`config.mk`:
```
export PLATFORM = sky130hd
export DESIGN_NAME = xor_nibble_pack
export DESIGN_NICKNAME = d
export VERILOG_FILES = /design/src/rtl/xor_nibble_pack.sv
export SDC_FILE = /design/constraint.sdc
export NUM_CORES = 1
export LEC_CHECK = 0
export CAP_MARGIN = 0
export CELL_PAD_IN_SITES_DETAIL_PLACEMENT = 0
export CELL_PAD_IN_SITES_GLOBAL_PLACEMENT = 1
export CORE_MARGIN = 2
export CORE_UTILIZATION = 43
export CTS_BUF_LIST = sky130_fd_sc_hd__clkbuf_8
export DETAILED_ROUTE_END_ITERATION = 10
export MAX_ROUTING_LAYER = met4
export PLACE_DENSITY = 0.89
export SYNTH_ARGS = -nofsm -noshare
export SYNTH_HDL_FRONTEND = slang
export SYNTH_SLANG_ARGS = --single-unit
```
`constraint.sdc`:
```
create_clock -name clk -period 2.9 [get_ports clk]
set_input_delay 0.435 -clock clk [delete_from_list [all_inputs] [get_ports clk]]
set_output_delay 0.435 -clock clk [all_outputs]
set_load 0.01 [all_outputs]
```
`src/rtl/xor_nibble_pack.sv`:
```
`default_nettype none
// ============================================================================
//  Module   : xor_nibble_pack
//  Purpose  : Packs successive XOR-stage result nibbles into one wide word and
//             presents it on a valid/ready port. Supports early flush of a
//             partial word (zero-padded) with a valid-nibble count and a
//             parity bit equal to the XOR-reduction of the word.
//  Revision : 1.0 - initial release
// ============================================================================
module xor_nibble_pack #(
  parameter int NIB_W   = 4,
  parameter int NIB_NUM = 4,
  parameter int CNT_W   = $clog2(NIB_NUM + 1)
) (
  input  logic                     clk,
  input  logic                     rstn,
  input  logic                     in_valid,
  input  logic [NIB_W-1:0]         in_data,
  output logic                     in_ready,
  input  logic                     flush,
  output logic                     out_valid,
  input  logic                     out_ready,
  output logic [NIB_W*NIB_NUM-1:0] out_data,
  output logic [CNT_W-1:0]         out_nibs,
  output logic                     out_par
);

  localparam int              c_WORD_W = NIB_W * NIB_NUM;
  localparam logic [CNT_W-1:0] c_LAST  = CNT_W'(NIB_NUM - 1);
  localparam logic [CNT_W-1:0] c_ZERO  = '0;

  // Assembly state
  logic [c_WORD_W-1:0] r_asm_buf;
  logic [CNT_W-1:0]    r_asm_cnt;
  logic                r_flush_pend;

  // Combinational control
  logic                w_slot_free;
  logic                w_accept;
  logic [CNT_W-1:0]    w_cnt_next;
  logic [c_WORD_W-1:0] w_merged;
  logic                w_full;
  logic                w_flush_req;
  logic                w_has_data;
  logic                w_transfer;

  // Output register is free when empty or being drained on this edge.
  assign w_slot_free = !out_valid | out_ready;

  // Lanes below the last one are always accepted unless a flush is active or
  // pending; the last lane (and a flush-edge nibble) needs a free output slot
  // because it forces a transfer on the same edge.
  assign in_ready = (!r_flush_pend & !flush & ((r_asm_cnt < c_LAST) | w_slot_free))
                  | (flush & w_slot_free);

  assign w_accept    = in_valid & in_ready;
  assign w_cnt_next  = r_asm_cnt + {{(CNT_W-1){1'b0}}, w_accept};
  assign w_full      = w_accept & (r_asm_cnt == c_LAST);
  assign w_flush_req = flush | r_flush_pend;
  assign w_has_data  = (w_cnt_next != c_ZERO);
  assign w_transfer  = w_full | (w_flush_req & w_has_data & w_slot_free);

  // Buffer as it would look with this edge's nibble written into its lane.
  always_comb begin
    w_merged = r_asm_buf;
    for (int l = 0; l < NIB_NUM; l++) begin
      if (w_accept && (r_asm_cnt == CNT_W'(l))) begin
        w_merged[l*NIB_W +: NIB_W] = in_data;
      end
    end
  end

  // Assembly buffer and lane counter: fill on accept, clear on transfer.
  always_ff @(posedge clk or negedge rstn) begin
    if (!rstn) begin
      r_asm_buf <= '0;
      r_asm_cnt <= '0;
    end else if (w_transfer) begin
      r_asm_buf <= '0;
      r_asm_cnt <= '0;
    end else if (w_accept) begin
      r_asm_buf <= w_merged;
      r_asm_cnt <= w_cnt_next;
    end
  end

  // Remember a flush that could not be honoured because the output was stalled.
  always_ff @(posedge clk or negedge rstn) begin
    if (!rstn) begin
      r_flush_pend <= 1'b0;
    end else if (w_transfer) begin
      r_flush_pend <= 1'b0;
    end else if (flush && w_has_data) begin
      r_flush_pend <= 1'b1;
    end
  end

  // Output register: load on transfer, otherwise drop valid once drained.
  always_ff @(posedge clk or negedge rstn) begin
    if (!rstn) begin
      out_valid <= 1'b0;
      out_data  <= '0;
      out_nibs  <= '0;
      out_par   <= 1'b0;
    end else if (w_transfer) begin
      out_valid <= 1'b1;
      out_data  <= w_merged;
      out_nibs  <= w_cnt_next;
      out_par   <= ^w_merged;
    end else if (out_ready) begin
      out_valid <= 1'b0;
    end
  end

endmodule
`default_nettype wire

```
==> flow_summary.json <==
{
  "synth_cell_types": 35,
  "cts.hold.buffers_added": 0,
  "drt-vias-per-instance": 5.014,
  "syn-cell-area_sq_um": 1959,
  "maxCapViolCount": 0,
  "drt_iter0_drc": 57,
  "layout_min_cycle_time_ps": 2692,
  "cts_setup_buffers": 0,
  "synthCells": 184,
  "worstRegToRegCells": 10,
  "grt_max_degree": 42,
  "power_density_nw_per_um2": 1055,
  "drive_above_1_share_pct": 15.52,
  "track_usage_pct": 17.72,
  "clkTransAtPathRegs_ps": 80,
  "post-synth-top-area-cell": "dfrtp_1",
  "crit_chain": "clkdlybuf4s50_1 > nand2b_1 > a21oi_1 > nor3b_1 > ha_1 > ha_1 > o311a_1 > or2_2 > buf_4 > nand2_1 > nand2_1",
  "routed_wl_microns": 3983,
  "cts.sinks": 41,
  "rsz0062_at_grt": "false",
  "nNetsFinal": 242,
  "synth-seq-area-share_pct": 52.36,
  "rr_startpoint": "r_asm_cnt[1]",
  "antenna_found_initial": 0,
  "vias": 1424,
  "coreArea_sq_um": 4384,
  "drc": 0,
  "rows": 24,
  "worst-path-max-fanout": 12,
  "setup.worst_path.start": "out_ready",
  "power.static_leakage_nw": 1.216,
  "die_area_sq_um": 5113,
  "regArea_sq_um": 1026,
  "multiInputGateArea_sq_um": 885.9,
  "grt_pass1_vias": 1491,
  "max_stage_delay_ps": 460,
  "setup_viol": 0,
  "yosys_most_used_dff": "dfrtp_1",
  "final_cell_count_no_fill": 284,
  "portBuffers": 30,
  "cts_root_buffer": "clkbuf_8",
  "async_reset_ff_share_pct": 100.0,
  "drt-pass1-iter-count": 4,
  "slowest_stage": "clkdlybuf4s50_1",
  "crit_arrival_ps": 2870,
  "design_area_sq_um": 2531,
  "total_power_mw": 2.669,
  "routedWlPerCell_microns": 14.02,
  "critPathLaunchType": "input port",
  "synth.area.top_cells": "dfrtp_1 (52%), mux2i_1 (8.7%), nand2_1 (5.4%)",
  "peakVddDrop_v": 0.0004792,
  "hpwl_microns": 2821,
  "path_buf_inv": 2,
  "place_congestion": 0.7849,
  "die_x_microns": 71.51,
  "place_area_sq_um": 2415,
  "drt.antenna.violating_nets": 0,
  "syn_avg_cell_area_sq_um": 10.65,
  "clock_latency_ps": 290,
  "cts_tree": "done",
  "area_growth_pct": 29.18,
  "yosysMostFrequentCell": "dfrtp_1",
  "status": "finished clean",
  "syn-num-nets": 195,
  "end_kind": "register",
  "grt_pass1_wl_microns": 6900,
  "ys_ff_latch": 41,
  "antenna_cells": 0,
  "maxSlewViolCount": 0,
  "cts_resized": 0,
  "start_util_pct": 44.69,
  "crit_cells": 11,
  "worst_pin_slew_ps": 895.3,
  "pre_cts_ws_ps": -59.02,
  "yosysWarnings": 0,
  "crit_type": "in -> reg",
  "synth_top_cell_area_share_pct": 52.36,
  "fmax_mhz": 371.5,
  "dp.cells": 276,
  "cts_buffers": 5,
  "htree_levels": 2,
  "die_h_microns": 71.51,
  "synth_edf_count": 0,
  "hold_violations": 0,
  "synth_commonest_cells": "dfrtp_1 (41), nand2_1 (28), nor2_1 (20)",
  "crit_required_ps": 3080,
  "grt-ovfl-total": 0,
  "slew_headroom_pct": 40.32,
  "fillCellCount": 388,
  "io_pins": 31,
  "cp_top_family": "simple AND/OR/NAND/NOR gates",
  "min_path_type": "in -> async",
  "cts_buffer_depth": 2,
  "fin_ws_ps": 208.3,
  "min_period_over_period_pct": 92.82,
  "fin_skew_ps": 6.649
}
==> state kept, by name (all words and copies together), names as in the netlist <==
| register | cells |
|---|---|
| out_par | 1 |
| out_valid | 1 |
| r_asm_cnt | 3 |
| r_flush_pend | 1 |
| out_data | 16 |
| r_asm_buf | 16 |
| out_nibs | 3 |
==> area by class of cell <==
| type | count | area share, % |
|---|---|---|
| flip-flops and latches | 41 | 40.53 |
| well taps | 52 | 2.570 |
| multi-input cells | 134 | 35.00 |
| clock inverters | 2 | 1.335 |
| repair buffers | 49 | 17.30 |
| clock buffers | 6 | 3.262 |
==> metrics by stage <==
step / util [%] / setup TNS [ps] / hold WS [ps]
after floorplan: - / 0 / 139.4
after global placement: 55.08 / -34.90 / 464.6
after detailed placement: 55.08 / -247.6 / 472.8
after CTS: 57.73 / 0 / 296.1
after global routing: 57.73 / 0 / 332.7
final: 57.73 / 0 / 265.1
==> metal layers <==
| layer | part of all wire (%) | track usage (%) | vias to the layer above |
|---|---|---|---|
| met5 | 0 | - | - |
| met4 | 0.78 | 4.403 | 0 |
| met3 | 3.8 | 3.797 | 7 |
| met2 | 48 | 28.19 | 30 |
| met1 | 47 | 23.33 | 678 |
| li1 | - | - | 709 |
==> report_power, final <==
| part | switching (mW) | internal (mW) | leakage (nW) |
|---|---|---|---|
| logic | 0.672 | 0.677 | 0.603 |
| registers | 0.112 | 0.744 | 0.551 |
| clock network | 0.189 | 0.277 | 0.0626 |
==> layout by cell type (no fill, tap or decap), types with 2 or more instances in the layout <==
cell             count
xnor2_1             11
dfrtp_1             41
o21ai_0             18
or2_2                2
nand2_1             28
clkdlybuf4s50_1     29
and2_1               4
a21oi_1              2
buf_4               19
xor2_1               8
mux2i_1             17
a22o_1               2
ha_1                 2
nor2_1              20
clkbuf_8             6
==> final timing paths <==
| check | endpoint | slack [ps] |
|---|---|---|
| hold / removal | out_data[4] | 270 |
| min in group clk | out_data[11] | 480 |
| max in group asynchronous | out_data[10] | 2080 |
| setup / recovery | out_nibs[0] | 210 |
| setup reg to reg | out_nibs[0] | 360 |
| hold reg to reg | out_data[11] | 480 |
==> cell families (layout without fill, tap and decap cells) <==
logic type,after synthesis,after routing,synth area share [%]
AND/OR/NAND/NOR,69,69,17.43
flip-flops,41,41,52.36
AO/OA/AOI/OAI,25,25,7.344
XOR/XNOR,20,20,9.323
multiplexers,18,18,9.834
buffers and inverters,9,57,2.426
adder cells (fa/ha/maj),2,2,1.277
Power figures use the tool's default switching activity.
